`src/rtl/tmds_pkg.sv`:
```
// TMDS symbol definitions shared by the transmit encoder and receive decoder:
// control tokens, alignment state and the 10b -> 8b/2b decode.
package tmds_pkg;

  localparam logic [9:0] TMDS_CTRL_00 = 10'h354;
  localparam logic [9:0] TMDS_CTRL_01 = 10'h0AB;
  localparam logic [9:0] TMDS_CTRL_10 = 10'h154;
  localparam logic [9:0] TMDS_CTRL_11 = 10'h2AB;

  typedef enum logic {
    SEARCH = 1'b0,
    LOCKED = 1'b1
  } align_state_t;

  typedef struct packed {
    logic       is_token;
    logic [1:0] ctrl;
    logic [7:0] data;
  } tmds_sym_t;

  function automatic logic tmds_is_token(input logic [9:0] q);
    return (q == TMDS_CTRL_00) || (q == TMDS_CTRL_01) ||
           (q == TMDS_CTRL_10) || (q == TMDS_CTRL_11);
  endfunction

  // q[9] undoes the optional inversion, q[8] selects XOR vs XNOR chaining.
  function automatic tmds_sym_t tmds_decode(input logic [9:0] q);
    tmds_sym_t  s;
    logic [7:0] d;
    s = '0;
    d = q[9] ? ~q[7:0] : q[7:0];
    case (q)
      TMDS_CTRL_00: begin s.is_token = 1'b1; s.ctrl = 2'b00; end
      TMDS_CTRL_01: begin s.is_token = 1'b1; s.ctrl = 2'b01; end
      TMDS_CTRL_10: begin s.is_token = 1'b1; s.ctrl = 2'b10; end
      TMDS_CTRL_11: begin s.is_token = 1'b1; s.ctrl = 2'b11; end
      default: begin
        s.data[0] = d[0];
        for (int i = 1; i < 8; i++) begin
          s.data[i] = q[8] ? (d[i] ^ d[i-1]) : ~(d[i] ^ d[i-1]);
        end
      end
    endcase
    return s;
  endfunction

endpackage

```
`src/rtl/tmds_rx_channel_if.sv`:
```
// Bus between the deserializer/consumer and one TMDS receive channel.
// de is the only qualifier: data is meaningful when de=1; there is no
// backpressure, so the consumer must take every symbol on the cycle it appears.
interface tmds_rx_channel_if;
  import tmds_pkg::*;

  logic [9:0]   raw_word;
  logic [7:0]   data;
  logic [1:0]   ctrl;
  logic         de;
  logic         locked;
  logic [3:0]   slip;
  align_state_t state;

  modport master (output raw_word, input data, ctrl, de, locked, slip, state);
  modport slave  (input raw_word, output data, ctrl, de, locked, slip, state);
endinterface

```
`src/rtl/tmds_word_aligner.sv`:
```
// Finds 10-bit symbol alignment by slipping one bit at a time until a run of
// control tokens is seen; drops lock when tokens stop arriving.
module tmds_word_aligner
  import tmds_pkg::*;
#(
  parameter int LOCK_TOKENS   = 16,
  parameter int SEARCH_WINDOW = 4096,
  parameter int LOSS_WINDOW   = 4096
) (
  input  logic         clk,
  input  logic         rst_n,
  input  logic [9:0]   raw_word,
  output logic [9:0]   sym_q,
  output logic         locked,
  output logic [3:0]   slip,
  output align_state_t state
);

  localparam int WD_MAX = (SEARCH_WINDOW > LOSS_WINDOW) ? SEARCH_WINDOW : LOSS_WINDOW;
  localparam int RUN_W  = $clog2(LOCK_TOKENS) + 1;
  localparam int WD_W   = $clog2(WD_MAX) + 1;

  localparam logic [RUN_W-1:0] RUN_SAT     = RUN_W'(LOCK_TOKENS);
  localparam logic [WD_W-1:0]  SEARCH_LAST = WD_W'(SEARCH_WINDOW - 1);
  localparam logic [WD_W-1:0]  LOSS_LAST   = WD_W'(LOSS_WINDOW - 1);

  align_state_t     state_q, state_d;
  logic [9:0]       prev_q;
  logic [19:0]      win;
  logic [RUN_W-1:0] run_q, run_d, run_inc;
  logic [WD_W-1:0]  wd_q, wd_d;
  logic [3:0]       slip_q, slip_d;
  logic             discard_q;
  logic             slip_step;
  logic             tok;

  assign win = {raw_word, prev_q};

  always_ff @(posedge clk or negedge rst_n) begin
    if (!rst_n) begin
      state_q   <= SEARCH;
      prev_q    <= '0;
      sym_q     <= '0;
      run_q     <= '0;
      wd_q      <= '0;
      slip_q    <= '0;
      discard_q <= 1'b0;
    end else begin
      state_q   <= state_d;
      prev_q    <= raw_word;
      sym_q     <= win[slip_q +: 10];
      run_q     <= run_d;
      wd_q      <= wd_d;
      slip_q    <= slip_d;
      discard_q <= slip_step;
    end
  end

  // A symbol captured with the pre-slip offset is neither a token nor a break.
  assign tok     = tmds_is_token(sym_q) && !discard_q;
  assign run_inc = (run_q == RUN_SAT) ? run_q : run_q + 1'b1;

  always_comb begin
    state_d   = state_q;
    run_d     = run_q;
    wd_d      = wd_q;
    slip_step = 1'b0;
    unique case (state_q)
      SEARCH: begin
        if (tok && (run_inc == RUN_SAT)) begin
          state_d = LOCKED;
          run_d   = run_inc;
          wd_d    = '0;
        end else if (tok) begin
          run_d = run_inc;
          wd_d  = '0;
        end else if (wd_q == SEARCH_LAST) begin
          slip_step = 1'b1;
          run_d     = '0;
          wd_d      = '0;
        end else begin
          if (!discard_q) run_d = '0;
          wd_d = wd_q + 1'b1;
        end
      end
      LOCKED: begin
        if (tok) begin
          wd_d = '0;
        end else if (wd_q == LOSS_LAST) begin
          state_d   = SEARCH;
          slip_step = 1'b1;
          run_d     = '0;
          wd_d      = '0;
        end else begin
          wd_d = wd_q + 1'b1;
        end
      end
      default: state_d = SEARCH;
    endcase
    slip_d = slip_q;
    if (slip_step) slip_d = (slip_q == 4'd9) ? 4'd0 : slip_q + 4'd1;
  end

  assign locked = (state_q == LOCKED);
  assign slip   = slip_q;
  assign state  = state_q;

endmodule

```
`src/rtl/tmds_rx_channel.sv`:
```
// One TMDS receive channel: word alignment followed by a registered decode of
// each symbol into pixel data or control bits, gated until alignment locks.
module tmds_rx_channel
  import tmds_pkg::*;
#(
  parameter int LOCK_TOKENS   = 16,
  parameter int SEARCH_WINDOW = 4096,
  parameter int LOSS_WINDOW   = 4096
) (
  input logic               clk_pix,
  input logic               rst_n_pix,
  tmds_rx_channel_if.slave  bus
);

  logic [9:0]   sym_q;
  logic         locked;
  logic [3:0]   slip;
  align_state_t state;
  tmds_sym_t    dec;
  logic [7:0]   data_q;
  logic [1:0]   ctrl_q;
  logic         de_q;

  tmds_word_aligner #(
    .LOCK_TOKENS  (LOCK_TOKENS),
    .SEARCH_WINDOW(SEARCH_WINDOW),
    .LOSS_WINDOW  (LOSS_WINDOW)
  ) u_aligner (
    .clk     (clk_pix),
    .rst_n   (rst_n_pix),
    .raw_word(bus.raw_word),
    .sym_q   (sym_q),
    .locked  (locked),
    .slip    (slip),
    .state   (state)
  );

  assign dec = tmds_decode(sym_q);

  // ctrl deliberately holds across data symbols so blanking state persists.
  always_ff @(posedge clk_pix or negedge rst_n_pix) begin
    if (!rst_n_pix) begin
      data_q <= '0;
      ctrl_q <= '0;
      de_q   <= 1'b0;
    end else if (!locked) begin
      data_q <= '0;
      ctrl_q <= '0;
      de_q   <= 1'b0;
    end else if (dec.is_token) begin
      data_q <= '0;
      ctrl_q <= dec.ctrl;
      de_q   <= 1'b0;
    end else begin
      data_q <= dec.data;
      de_q   <= 1'b1;
    end
  end

  assign bus.data   = data_q;
  assign bus.ctrl   = ctrl_q;
  assign bus.de     = de_q;
  assign bus.locked = locked;
  assign bus.slip   = slip;
  assign bus.state  = state;

endmodule

```
`src/flat_wrapper.sv`:
```
// flat-port wrapper written by rule: the top's interface ports become plain ports
module tmds_rx_channel_flat import tmds_pkg::*;
#(
  parameter int LOCK_TOKENS   = 16,
  parameter int SEARCH_WINDOW = 4096,
  parameter int LOSS_WINDOW   = 4096
)
  (clk_pix, rst_n_pix, bus_raw_word, bus_data, bus_ctrl, bus_de, bus_locked, bus_slip, bus_state);
  tmds_rx_channel_if bus_i ();
  input logic clk_pix;
  input logic rst_n_pix;
  input wire logic [$bits(bus_i.raw_word)-1:0] bus_raw_word;
  output wire logic [$bits(bus_i.data)-1:0] bus_data;
  output wire logic [$bits(bus_i.ctrl)-1:0] bus_ctrl;
  output wire logic [$bits(bus_i.de)-1:0] bus_de;
  output wire logic [$bits(bus_i.locked)-1:0] bus_locked;
  output wire logic [$bits(bus_i.slip)-1:0] bus_slip;
  output wire logic [$bits(bus_i.state)-1:0] bus_state;
  assign bus_i.raw_word = bus_raw_word;
  assign bus_data = bus_i.data;
  assign bus_ctrl = bus_i.ctrl;
  assign bus_de = bus_i.de;
  assign bus_locked = bus_i.locked;
  assign bus_slip = bus_i.slip;
  assign bus_state = bus_i.state;
  tmds_rx_channel #(.LOCK_TOKENS(LOCK_TOKENS), .SEARCH_WINDOW(SEARCH_WINDOW), .LOSS_WINDOW(LOSS_WINDOW)) u_core (.clk_pix(clk_pix), .rst_n_pix(rst_n_pix), .bus(bus_i));
endmodule
```
`config.mk`:
```
export PLATFORM = sky130hd
export DESIGN_NAME = tmds_rx_channel_flat
export DESIGN_NICKNAME = d
export VERILOG_FILES = /design/src/rtl/tmds_pkg.sv /design/src/rtl/tmds_rx_channel_if.sv /design/src/rtl/tmds_word_aligner.sv /design/src/rtl/tmds_rx_channel.sv /design/src/flat_wrapper.sv
export SDC_FILE = /design/constraint.sdc
export NUM_CORES = 1
export LEC_CHECK = 0
export BUFFER_PORTS_ARGS = -buffer_cell sky130_fd_sc_hd__buf_2
export CAP_MARGIN = 0
export CORE_UTILIZATION = 40
export DETAILED_ROUTE_END_ITERATION = 16
export HOLD_SLACK_MARGIN = 0.12
export PLACE_DENSITY = 0.63
export SETUP_SLACK_MARGIN = 0.5
export SLEW_MARGIN = 40
export SYNTH_ARGS = -nofsm -noshare
export SYNTH_HDL_FRONTEND = slang
export SYNTH_SLANG_ARGS = --single-unit
```
`constraint.sdc`:
```
create_clock -name clk_pix -period 2.25 [get_ports clk_pix]
set_clock_uncertainty 0.05 [all_clocks]
set_input_delay 0.45 -clock clk_pix [delete_from_list [all_inputs] [get_ports clk_pix]]
set_output_delay 0.45 -clock clk_pix [all_outputs]
set_load 0.02 [all_outputs]
```
* Word level (Yosys, flattened, before mapping)
Cells that the tools add are included.
Storage, ports and cells: register bits 55, output and inout port bits 17, word-level logic and storage cells 87
Cells by class: $add $sub $neg 3, equal/unequal tests 12, shift-type cells 1, mux-type cells 37, bitwise operators 16, reduce and logical (&&, ||, !) cells 8
Operator list (count):
- $mux W13 | 3
- $mux W5 | 7
- $mux W8 | 4
- $pmux W13 S2 | 1
- $eq A10 B10 Y1 const B | 2
- $shiftx A20 B5 Y10 | 1
- $mux W1 | 15
- $add A13 B1 Y13 const B | 1
- $eq A13 B12 Y1 const B | 1
- $pmux W3 S4 | 1
- $eq A10 B8 Y1 const B | 1
- $eq A10 B9 Y1 const B | 1
- $eq A5 B5 Y1 const B | 2
- $pmux W5 S2 | 1
- $not A1 Y1 | 8
- $not A8 Y8 | 1
- $xor A1 B1 Y1 | 7
- $add A5 B1 Y5 const B | 1
- $ne A5 B5 Y1 const B | 1
- $add A4 B1 Y4 const B | 1
- $eq A4 B4 Y1 const B | 1
- $mux W2 | 2
- $mux W4 | 1
- $ne A2 B1 Y1 const B | 2
- 7 further kinds | 11

* Longest topological paths before layout
Gate-level depths: netlist (run 1).
depth after elaboration 8, mapped depth 8

* By module
Synthesis (run 1) repeated with hierarchy kept, for this count alone.
Unflattened totals: cell total of the unflattened synthesis 277, area, all modules 3075.4 sq um
By module, submodules not included:
- tmds_word_aligner | instances 1, cells each 225, area each 2471.1 sq um
- tmds_rx_channel | instances 1, cells each 52, area each 604.3 sq um

* Least setup slack after synthesis (run 1)
Ideal clock, no wire load.
kind register to register, start register u_core.u_aligner.slip_q[0] (netlist: u_core.u_aligner.slip[0]), end register u_core.u_aligner.sym_q[4], arrival time 1.990 ns, data required time 2.062 ns, path slack 0.072 ns, stages on the path, launching flop included 5, buffers on the path 2, clock period less this slack 2.178 ns, cells stage by stage dfrtp_1 > buf_2 > buf_2 > mux4_2 > mux4_2
Between the ends: word-level cells in the longest chain between the ends 1
Ends and longest elaborated chain:
- from (decl) | line tmds_word_aligner.sv:32 | logic [3:0] slip_q, slip_d;
- from (signal assigned) | line tmds_word_aligner.sv:54 | slip_q <= slip_d;
- $shiftx A20 B5 Y10 | line tmds_word_aligner.sv:51 | sym_q <= win[slip_q +: 10];
- to (signal assigned) | line tmds_word_aligner.sv:51
- to (decl) | line tmds_word_aligner.sv:13 | output logic [9:0] sym_q,
No other way between the ends. A chain may end at the register's enable or synchronous reset.

* Final worst setup path (run 1)
start register u_core.u_aligner.wd_q[9], end register u_core.u_aligner.slip_q[3] (netlist: u_core.u_aligner.slip[3])
Between the ends: word-level cells in the longest chain between the ends 5
Ends and longest elaborated chain:
- from (decl) | line tmds_word_aligner.sv:31 | logic [WD_W-1:0] wd_q, wd_d;
- from (signal assigned) | line tmds_word_aligner.sv:53 | wd_q <= wd_d;
- $eq A13 B12 Y1 * | line tmds_word_aligner.sv:77, tmds_word_aligner.sv:89
- $mux W1 * | line tmds_word_aligner.sv:77, tmds_word_aligner.sv:89
- $mux W1 * | line tmds_word_aligner.sv:74, tmds_word_aligner.sv:87
- $mux W1 | line tmds_word_aligner.sv:70 | if (tok && (run_inc == RUN_SAT)) begin
- $pmux W1 S2 * | line tmds_word_aligner.sv:68 | unique case (state_q)
Every way passes the cells marked *; elsewhere a longest branch is shown, timed or not.

==> impl_metrics.yaml, run 1 <==
worst_setup_path:
  critPathLaunchType: "flop"
  timing.critical_path.from: "u_core.u_aligner.wd_q[9]$_DFF_PN0_"
  critical_path_buf_inv_count: 0
  cp.required_ps: 2410
  critical-path-max-stage-delay_ps: 570
  crit_slowest_cell: "sky130_fd_sc_hd__or4_4"
  crit_arrival_ps: 1990
  timing.critical_path.to_type: "flop"
  crit_fanout: 6
  crit_chain: "nand4_1 > or4_4 > o31a_1 > a211o_1"
  critical_path.top_delay_family: "simple AND/OR/NAND/NOR gates"
  worstReg2RegStart: "u_core.u_aligner.wd_q[9]$_DFF_PN0_"
  crit_type: "reg2reg"
timing:
  post-route-min-period_ps: 1830
  tightest_slew_ps: 599
  finalSetupViolCount: 0
  post-route-period-util_pct: 81.5
  count_of_final_hold_check_violations: 0
  maxSlewHeadroom_pct: 60.1
  maxClockFrequency_mhz: 545
  totalNegativeSetupSlack_ps: 0
  rsz0062_at_grt: "yes"
  maxSlewViolCount: 0
cells_and_area:
  filler_cell_count: 640
  layout.cells.most_common: "sky130_fd_sc_hd__dfrtp_1"
  final_layout_size_suffix_gt1_share_pct: 41.9
  design.final.nets: 352
  sequential_cell_area_sq_mm: 0.00138
  multi_input_comb_area_sq_mm: 0.00170
  final_area_sq_mm: 0.00387
  most-common-layout-cells: "51 x sky130_fd_sc_hd__dfrtp_1, 33 x sky130_fd_sc_hd__buf_4, 28 x sky130_fd_sc_hd__buf_2, 22 x sky130_fd_sc_hd__mux4_2, 19 x sky130_fd_sc_hd__nor2_1"
  count_of_inserted_antenna_diode_cells: 0
  synthToLayoutAreaGrowth_pct: 25.8
placement:
  port_buffers: 28
  detailedPlacementHpwl_um: 4220
  place_congestion: 0.885
  post_dp_cell_area_sq_mm: 0.00335
flow_run:
  drv_cap: 0
global_routing:
  first_global_vias: 2073
  grt_max_degree: 32
  grt.met1_usage_pct: 23.9
  grt.busiest_layer: "met2"
  grt.met2_usage_pct: 26.6
  met3_usage_pct: 2.38
  antenna_violations_before_repair: 0
  global_route_wire_length_before_repair_um: 10300
  track_usage_pct: 16.6
  grt_overflow: 0
synth:
  avgSynthCellArea_sq_um: 11.4
  synth.cell_area_sq_mm: 0.00308
  synth_top_flop_cell: "sky130_fd_sc_hd__dfrtp_1"
  seq_area_frac_synth_pct: 44.8
  synth_cells: 270
  synth_fp_nets: 291
  synth_edf_count: 0
  synth.lib_cells_used.distinct: 45
  synth_seq_cells: 55
  ys.warnings.count: 0
  synth_async_sr_flop_share_pct: 100
cts:
  cts_made_buffers: 5
  insertion_delay_ps: 310
  clk_root_buffer_cell: "sky130_fd_sc_hd__clkbuf_8"
  cts_max_level: 2
  cts_max_path_buffers: 2
  cts.clk_slew.worst_paths_ps: 110
  cts_sinks: 55
  tritoncts: "built"
power:
  p_leak_nw: 1.69
  irDropWorstVdd_mv: 0.392
  power-per-cell-area_mw_per_mm2: 563
die:
  floorplan.rows: 31
  core_area_sq_mm: 0.00733
  design.portCount: 29
  die_outline_area_sq_mm: 0.00804
  die_h_um: 89.7
  effective_utilization_at_floorplan_pct: 42.0
  die-width_um: 89.7
drt:
  num_vias: 2263
  wl_per_cell_um: 15.1
  number_of_iterations_in_the_first_detailed_routing_pass: 4
  viasPerCell: 5.25
  totalWireLength_um: 6490
  antenna_violating_nets_post_route: 0
  drt_drc_violations_left: 0
  drt-initial-drc-count: 90
min_path:
  holdCritPathClass: "in2reg"
  worstHoldStart: "bus_raw_word[7]"
outcome:
  outcome: "completed"
-- path summary, 6_finish.rpt --
kind,endpoint,slack (ps),cells past startpoint
max,u_core.u_aligner.slip[3]$_DFFE_PN0P_,420,4
min,u_core.u_aligner.prev_q[7]$_DFF_PN0_,230,1
max reg2reg,u_core.u_aligner.slip[3]$_DFFE_PN0P_,420,4
min reg2reg,u_core.u_aligner.wd_q[12]$_DFF_PN0_,470,2
max in group asynchronous,u_core.u_aligner.sym_q[0]$_DFF_PN0_,970,3
min in group asynchronous,u_core.u_aligner.run_q[2]$_DFFE_PN0P_,610,2
-- worst register-to-register path, stage by stage (launching register included) --
cell and delay, ps:
sky130_fd_sc_hd__dfrtp_1 410, sky130_fd_sc_hd__nand4_1 160, sky130_fd_sc_hd__or4_4 570, sky130_fd_sc_hd__o31a_1 320, sky130_fd_sc_hd__a211o_1 220
-- layer usage --
metal  share of wire [%]  vias up
met5                   0        -
met4                0.85        0
met3                 3.1        4
met2                  49       54
met1                  47     1107
li1                    -     1098
-- cells by family after synthesis --
| group | count (synthesis) | synth area share, % |
|---|---|---|
| simple gates | 91 | 15.3 |
| flops | 55 | 44.8 |
| compound gates | 33 | 7.12 |
| buf+inv | 30 | 4.19 |
| mux | 28 | 18.1 |
| xor+xnor | 24 | 6.83 |
| fa+ha+maj | 9 | 3.66 |
-- cell usage after synthesis, types with 2 or more instances --
cell	instances	area (sq um)
sky130_fd_sc_hd__mux2i_1	4	40.0
sky130_fd_sc_hd__clkbuf_1	4	15.0
sky130_fd_sc_hd__nand2_1	14	52.6
sky130_fd_sc_hd__a211oi_1	3	22.5
sky130_fd_sc_hd__nand3b_1	3	22.5
sky130_fd_sc_hd__nand4_1	3	18.8
sky130_fd_sc_hd__o21ai_0	8	40.0
sky130_fd_sc_hd__and2_1	2	12.5
sky130_fd_sc_hd__a21oi_1	6	30.0
sky130_fd_sc_hd__mux2_2	2	22.5
sky130_fd_sc_hd__a31o_2	2	17.5
sky130_fd_sc_hd__and4b_1	2	20.0
sky130_fd_sc_hd__mux4_2	22	495
sky130_fd_sc_hd__nor2_1	25	93.8
sky130_fd_sc_hd__inv_1	13	48.8
sky130_fd_sc_hd__nand3_1	17	85.1
sky130_fd_sc_hd__buf_1	2	7.51
sky130_fd_sc_hd__nor2b_1	3	18.8
sky130_fd_sc_hd__o211ai_1	5	37.5
sky130_fd_sc_hd__nor3_1	7	35.0
sky130_fd_sc_hd__and3_1	4	25.0
sky130_fd_sc_hd__nor3b_1	3	22.5
sky130_fd_sc_hd__xnor2_1	14	123
sky130_fd_sc_hd__ha_1	9	113
sky130_fd_sc_hd__a31oi_1	2	12.5
sky130_fd_sc_hd__xor2_1	10	87.6
sky130_fd_sc_hd__dfrtp_1	55	1380
sky130_fd_sc_hd__buf_2	9	45.0
-- per-stage QoR --
stage	util, %	std cells	setup slack, ps	power [W]	hold WS, ps
after detailed placement	45.7	387	207	0.00152	447
after global routing	52.8	431	374	0.00229	235
after floorplan	-	270	373	0.00141	104
after CTS	49.1	407	386	0.00213	224
after global placement	45.7	387	240	0.00151	438
final	52.8	431	416	0.00218	227
-- flip-flops by register name, summed over array words and instances (netlist names) --
name                        cells
u_core.u_aligner.run_q          5
u_core.bus.data                 8
u_core.u_aligner.locked         1
u_core.u_aligner.wd_q          13
u_core.u_aligner.discard_q      1
u_core.u_aligner.slip           4
u_core.u_aligner.sym_q         10
u_core.bus.ctrl                 2
u_core.u_aligner.prev_q        10
u_core.bus.de                   1
-- power by group --
group | total [W] | internal (W) | switching [W]
sequential | 0.00114 | 0.00107 | 0.0000733
combinational | 0.000461 | 0.000236 | 0.000224
clock | 0.000576 | 0.000224 | 0.000352
-- layout make-up --
cell class,instances,area share (%)
multi-input combinational,186,43.9
sequential,55,35.8
timing repair buffer,70,13.4
tap,99,3.20
clock buffer,5,1.78
inverter,13,1.36
clock inverter,3,0.614
-- repair_timing --
| item | CTS | global route |
|---|---|---|
| endpoints found under the hold margin | 24 | 0 |
| cloned | 1 | 1 |
| endpoints found under the setup margin | 34 | 43 |
| pin swaps | 4 | 8 |
| hold buffers | 1 | 0 |
| buffers inserted | 10 | 23 |
| resized for setup | 12 | 27 |
No activity file was read; power rests on OpenSTA's default activity.
==> inputs of run 2 (changes only) <==
--- a/config.mk
+++ b/config.mk
@@ -5,12 +5,13 @@
 export SDC_FILE = /design/constraint.sdc
 export NUM_CORES = 1
 export LEC_CHECK = 0
+export ABC_AREA = 1
 export BUFFER_PORTS_ARGS = -buffer_cell sky130_fd_sc_hd__buf_2
 export CAP_MARGIN = 0
 export CORE_UTILIZATION = 40
 export DETAILED_ROUTE_END_ITERATION = 16
 export HOLD_SLACK_MARGIN = 0.12
-export PLACE_DENSITY = 0.63
+export PLACE_DENSITY = 0.65
 export SETUP_SLACK_MARGIN = 0.5
 export SLEW_MARGIN = 40
 export SYNTH_ARGS = -nofsm -noshare
==> constraint.sdc (replaced) <==
create_clock -name clk_pix -period 1.5 [get_ports clk_pix]
set_clock_uncertainty 0.05 [all_clocks]
set_input_delay 0.3 -clock clk_pix [delete_from_list [all_inputs] [get_ports clk_pix]]
set_output_delay 0.3 -clock clk_pix [all_outputs]
set_load 0.02 [all_outputs]
==> impl_metrics.yaml, run 2 <==
drt:
  antenna_violating_nets_post_route: 0
  drt_drc_violations_left: 0
  num_vias: 2950
  viasPerCell: 4.89
  totalWireLength_um: 7980
  number_of_iterations_in_the_first_detailed_routing_pass: 4
  wl_per_cell_um: 13.2
  drt-initial-drc-count: 78
synth:
  avgSynthCellArea_sq_um: 7.90
  synth_seq_cells: 55
  synth_top_flop_cell: "sky130_fd_sc_hd__dfrtp_1"
  synth_fp_nets: 430
  synth_top_cell_by_area: "sky130_fd_sc_hd__dfrtp_1"
  post_synth_main_area_contributors: "sky130_fd_sc_hd__dfrtp_1 43%, sky130_fd_sc_hd__nand2_1 15%, sky130_fd_sc_hd__nand3_1 5.4%, sky130_fd_sc_hd__inv_1 4.1%, sky130_fd_sc_hd__ha_1 3.5%"
  synth.lib_cells_used.distinct: 34
  synth_cells: 409
  cell_with_the_most_instances_after_synthesis: "sky130_fd_sc_hd__nand2_1"
  synth_edf_count: 0
  synth_common_cells: "125 x sky130_fd_sc_hd__nand2_1, 55 x sky130_fd_sc_hd__dfrtp_1, 35 x sky130_fd_sc_hd__inv_1, 35 x sky130_fd_sc_hd__nand3_1, 30 x sky130_fd_sc_hd__nor2_1"
  ys.warnings.count: 0
  synth_async_sr_flop_share_pct: 100
  synth.cell_area_sq_mm: 0.00323
  yosysTopAreaCellShare_pct: 42.6
  seq_area_frac_synth_pct: 42.6
global_routing:
  grt_max_degree: 56
  grt.busiest_layer: "met2"
  met3_usage_pct: 3.65
  grt.met1_usage_pct: 24.8
  grt.met2_usage_pct: 34.8
  global_route_wire_length_before_repair_um: 13300
  first_global_vias: 2873
  antenna_violations_before_repair: 0
  grt_overflow: 0
  track_usage_pct: 19.7
power:
  final_power_w: 0.00379
  irDropWorstVdd_mv: 0.425
  p_leak_nw: 2.28
  power-per-cell-area_mw_per_mm2: 785
timing:
  worst_hold_slack_ps: 373
  timing.final.ws_setup_ps: -34.9
  rsz0062_at_grt: "yes"
  post-route-min-period_ps: 1530
  maxSlewViolCount: 0
  maxClockFrequency_mhz: 651
  tightest_slew_ps: 510
  count_of_final_hold_check_violations: 0
  maxSlewHeadroom_pct: 65.9
  finalSetupViolCount: 20
  post-route-period-util_pct: 102
die:
  core_area_sq_mm: 0.00777
  die_h_um: 91.9
  floorplan.rows: 32
  effective_utilization_at_floorplan_pct: 41.6
  design.portCount: 29
  die_outline_area_sq_mm: 0.00845
  die-width_um: 91.9
worst_setup_path:
  critical-path-max-stage-delay_ps: 470
  cp.required_ps: 1150
  timing.critical_path.to_type: "primary output"
  crit_arrival_ps: 1180
  crit_slowest_cell: "sky130_fd_sc_hd__dfrtp_2"
  critPathLaunchType: "flop"
  crit_type: "reg2out"
  crit_chain: "buf_4 > buf_12 > buf_8"
  crit_fanout: 6
cts:
  cts_max_level: 2
  insertion_delay_ps: 310
  cts_sinks: 55
  tritoncts: "built"
  cts.clk_slew.worst_paths_ps: 100
  clk_root_buffer_cell: "sky130_fd_sc_hd__clkbuf_8"
  cts_max_path_buffers: 2
  cts_made_buffers: 5
placement:
  place_congestion: 0.876
  port_buffers: 28
  post_dp_cell_area_sq_mm: 0.00361
  detailedPlacementHpwl_um: 4960
cells_and_area:
  final_layout_size_suffix_gt1_share_pct: 48.1
  count_of_inserted_antenna_diode_cells: 0
  largest_register_ffs: 13
  design.final.nets: 521
  synthToLayoutAreaGrowth_pct: 49.2
  post-route-util_pct: 62.1
  multi_input_comb_area_sq_mm: 0.00206
  layout.cells.most_common: "sky130_fd_sc_hd__nand2_1"
  filler_cell_count: 621
  layout_top_registers: "u_core.u_aligner.wd_q (13), u_core.u_aligner.prev_q (10), u_core.u_aligner.sym_q (10)"
  sequential_cell_area_sq_mm: 0.00138
  most-common-layout-cells: "82 x sky130_fd_sc_hd__nand2_1, 51 x sky130_fd_sc_hd__dfrtp_1, 46 x sky130_fd_sc_hd__nand2_2, 37 x sky130_fd_sc_hd__buf_4, 30 x sky130_fd_sc_hd__buf_6"
  top_register_by_number_of_flip_flops: "u_core.u_aligner.wd_q"
  final_area_sq_mm: 0.00482
min_path:
  holdCritPathClass: "in2reg"
outcome:
  outcome: "complete, but fails checks"
  violations: "setup timing"
flow_run:
  drv_cap: 0
[run 2: cell types whose count changed after synthesis, moves of 5 or more]
cell                      before  now
sky130_fd_sc_hd__nand2_1      14  125
sky130_fd_sc_hd__inv_1        13   35
sky130_fd_sc_hd__mux4_2       22    0
sky130_fd_sc_hd__nand3_1      17   35
sky130_fd_sc_hd__o21ai_1       0   12
sky130_fd_sc_hd__nand2_2       0    8
sky130_fd_sc_hd__and2_1        2    8
sky130_fd_sc_hd__nor2_2        0    6
sky130_fd_sc_hd__nand2_4       0    5
sky130_fd_sc_hd__nor2_1       25   30
sky130_fd_sc_hd__xnor2_1      14    9
[run 2: final timing paths]
path                                                        from                                     to  slack, ps  cells past startpoint
max                         u_core.u_aligner.slip[0]$_DFFE_PN0P_                            bus_slip[0]        -30                      3
min                                              bus_raw_word[3]    u_core.u_aligner.sym_q[5]$_DFF_PN0_        370                      5
max reg2reg                  u_core.u_aligner.sym_q[4]$_DFF_PN0_           u_core.bus.data[1]$_DFF_PN0_        -30                     10
min reg2reg                u_core.u_aligner.run_q[3]$_DFFE_PN0P_  u_core.u_aligner.run_q[3]$_DFFE_PN0P_        520                      2
max in group asynchronous                              rst_n_pix   u_core.u_aligner.slip[2]$_DFFE_PN0P_        690                      3
min in group asynchronous                              rst_n_pix  u_core.u_aligner.run_q[1]$_DFFE_PN0P_        460                      3
[run 2: layout make-up]
type	instances	area share [%]
Clock buffer	6	1.50
Clock inverter	2	1.24
Inverter	39	3.50
Multi-Input combinational cell	302	42.7
Sequential cell	55	28.6
Tap cell	102	2.65
Timing Repair Buffer	97	19.8
[run 2: timing repair]
action / in CTS / in global routing
buffers inserted: 29 / 9
setup endpoints to repair: 62 / 62
cloned: 3 / 0
pin swaps: 30 / 24
endpoints found under the hold margin: 65 / 0
hold buffers: 11 / 0
resized for setup: 119 / 62
[run 2: per-layer routing]
metal  routed length (um)  vias up  share of wire (%)
met5                    0        -                  0
met4                   74        0               0.93
met3                  259        7                3.2
met2                 4290       52                 54
met1                 3360     1429                 42
li1                     -     1462                  -
[run 2: critical path, delay by kind of cell, from the launching register on]
family / cells / cell delay [ps]
buffers and inverters: 3 / 410
flip-flops: 1 / 470
[run 2: cells by family after synthesis]
family                   after synthesis  share of synthesized area (%)
XOR/XNOR                              20                           5.42
AO/OA/AOI/OAI                         35                           6.31
flip-flops                            55                           42.6
adder cells (fa/ha/maj)                9                           3.48
multiplexers                           1                          0.348
AND/OR/NAND/NOR                      237                           34.2
buffers and inverters                 52                           7.62
[run 2: power by group]
part,switching [W],internal (W),leakage (nW),total [W]
sequential,0.000122,0.00160,0.697,0.00172
combinational,0.000461,0.000445,1.51,0.000906
clock,0.000490,0.000668,0.0654,0.00116
[run 2: through the flow]
stage | setup TNS [ps] | setup WS [ps] | std cells
floorplan | 0 | 114 | 409
global placement | 0 | 13.0 | 543
detailed placement | -70.2 | -41.0 | 543
CTS | -5.64 | -5.64 | 594
global route | -2670 | -126 | 603
finish | -465 | -34.9 | 603
==> inputs of run 3 (changes only) <==
--- a/config.mk
+++ b/config.mk
@@ -6,7 +6,7 @@
 export NUM_CORES = 1
 export LEC_CHECK = 0
 export ABC_AREA = 1
-export BUFFER_PORTS_ARGS = -buffer_cell sky130_fd_sc_hd__buf_2
+export BUFFER_PORTS_ARGS = -buffer_cell sky130_fd_sc_hd__buf_4
 export CAP_MARGIN = 0
 export CORE_UTILIZATION = 40
 export DETAILED_ROUTE_END_ITERATION = 16
==> impl_metrics.yaml, run 3 (same netlist as run 2, synthesis figures left out) <==
min_path:
  holdCritPathClass: "in2async"
cells_and_area:
  design.final.nets: 518
  layout_top_registers: "u_core.u_aligner.wd_q (13), u_core.u_aligner.prev_q (10), u_core.u_aligner.sym_q (10)"
  most-common-layout-cells: "83 x sky130_fd_sc_hd__nand2_1, 51 x sky130_fd_sc_hd__buf_4, 51 x sky130_fd_sc_hd__dfrtp_1, 43 x sky130_fd_sc_hd__nand2_2, 27 x sky130_fd_sc_hd__inv_1"
  synthToLayoutAreaGrowth_pct: 48.3
  count_of_inserted_antenna_diode_cells: 0
  top_register_by_number_of_flip_flops: "u_core.u_aligner.wd_q"
  layout.cells.most_common: "sky130_fd_sc_hd__nand2_1"
  final_layout_size_suffix_gt1_share_pct: 46.6
  largest_register_ffs: 13
timing:
  post-route-min-period_ps: 1560
  timing.final.ws_setup_ps: -59.6
  maxSlewViolCount: 0
  worst_hold_slack_ps: -121
  finalSetupViolCount: 13
  maxSlewHeadroom_pct: 67.1
  post-route-period-util_pct: 104
  rsz0062_at_grt: "yes"
  totalNegativeSetupSlack_ps: -277
  count_of_final_hold_check_violations: 34
  maxClockFrequency_mhz: 641
  tightest_slew_ps: 493
drt:
  antenna_violating_nets_post_route: 0
  number_of_iterations_in_the_first_detailed_routing_pass: 4
  drt_drc_violations_left: 0
  drt-initial-drc-count: 103
  wl_per_cell_um: 13.8
  viasPerCell: 4.83
  totalWireLength_um: 8270
  num_vias: 2900
global_routing:
  grt_overflow: 0
  first_global_vias: 2791
  grt.met2_usage_pct: 34.0
  met3_usage_pct: 3.07
  grt_max_degree: 37
  grt.met1_usage_pct: 24.0
  track_usage_pct: 19.1
  antenna_violations_before_repair: 0
  grt.busiest_layer: "met2"
  global_route_wire_length_before_repair_um: 12900
worst_setup_path:
  crit_slowest_cell: "sky130_fd_sc_hd__dfrtp_2"
  cp.required_ps: 1650
  crit_arrival_ps: 1710
  critPathLaunchType: "flop"
  critical-path-max-stage-delay_ps: 490
  crit_fanout: 5
  crit_chain: "inv_4 > buf_12 > buf_16 > nand2_2 > and2_4 > nand2_2 > nand2_2 > nand2_1 > nand3_1 > nand3_1"
  critical_path.top_delay_family: "simple AND/OR/NAND/NOR gates"
  cp_common_cell: "sky130_fd_sc_hd__nand2_2"
  timing.critical_path.to_type: "flop"
  critical_path_buf_inv_count: 3
  crit_type: "reg2reg"
cts:
  tritoncts: "built"
  cts.clk_slew.worst_paths_ps: 100
  cts_max_path_buffers: 2
  cts_made_buffers: 5
  clk_root_buffer_cell: "sky130_fd_sc_hd__clkbuf_8"
  cts_sinks: 55
  insertion_delay_ps: 310
  hold_buffers: 10
  cts_max_level: 2
flow_run:
  drv_cap: 0
die:
  die-width_um: 91.9
  core_area_sq_mm: 0.00777
  effective_utilization_at_floorplan_pct: 41.6
  die_h_um: 91.9
  die_outline_area_sq_mm: 0.00845
  design.portCount: 29
  floorplan.rows: 32
outcome:
  violations: "hold timing, setup timing"
  outcome: "complete, but fails checks"
placement:
  dp_slack_ps: -58.7
  place_congestion: 0.873
  detailedPlacementHpwl_um: 4920
  port_buffers: 28
power:
  power-per-cell-area_mw_per_mm2: 706
  p_leak_nw: 2.26
  irDropWorstVdd_mv: 0.380
-- run 3: cell types whose count changed in the layout (fill, tap and decap cells not counted), sizes merged --
cell and change:
buf -4, bufinv -2, clkbuf +2, clkinv -1
clkinvlp +1, dlygate4sd3 -1, inv +2
-- run 3: worst paths after layout --
path	start	to	slack, ps	cells after the start
max reg2reg	u_core.u_aligner.slip[0]$_DFFE_PN0P_	u_core.u_aligner.sym_q[5]$_DFF_PN0_	-60	10
max in group asynchronous	rst_n_pix	u_core.u_aligner.sym_q[6]$_DFF_PN0_	1000	2
max	u_core.u_aligner.slip[0]$_DFFE_PN0P_	u_core.u_aligner.sym_q[5]$_DFF_PN0_	-60	10
min	rst_n_pix	u_core.u_aligner.wd_q[5]$_DFF_PN0_	-120	1
min reg2reg	u_core.u_aligner.run_q[1]$_DFFE_PN0P_	u_core.u_aligner.run_q[1]$_DFFE_PN0P_	510	2
min in group clk_pix	bus_raw_word[3]	u_core.u_aligner.sym_q[5]$_DFF_PN0_	360	5
-- run 3: per-layer routing --
layer	part of all wire (%)	vias up
met1	42	1359
met4	2.0	0
li1	-	1462
met2	52	66
met3	3.6	13
met5	0	-
-- run 3: through the flow --
stage          total power [W]  hold slack [ps]  cells  util (%)  area [sq um]
4_1_cts                0.00329             -109    589      56.8          4410
6_report               0.00339             -121    600      61.7          4790
3_5_place_dp           0.00236              234    549      47.6          3700
2_1_floorplan          0.00214            -45.6    409         -          3290
5_1_grt                0.00360             -103    600      61.7          4790
3_3_place_gp           0.00234              233    549      47.6          3700
-- run 3: power by group --
| group | internal, W | switching [W] | total, W |
|---|---|---|---|
| registers | 0.00160 | 0.000121 | 0.00172 |
| clock network | 0.000328 | 0.000493 | 0.000821 |
| logic | 0.000422 | 0.000421 | 0.000844 |
| total | 0.00235 | 0.00104 | 0.00339 |
-- run 3: final cells by class --
| cell class | instances | area [sq um] |
|---|---|---|
| Sequential cell | 55 | 1380 |
| Timing Repair Buffer | 94 | 978 |
| Tap cell | 102 | 128 |
| Fill cell | 629 | 2970 |
| Clock inverter | 2 | 12.5 |
| Clock buffer | 6 | 72.6 |
| Multi-Input combinational cell | 302 | 2060 |
| Inverter | 39 | 164 |
-- run 3: what timing repair did --
action,in CTS,in global routing
pin swaps,18,27
cloned,3,2
hold endpoints to repair,44,34
setup endpoints to repair,62,62
setup buffers,19,9
gates resized for setup,80,71
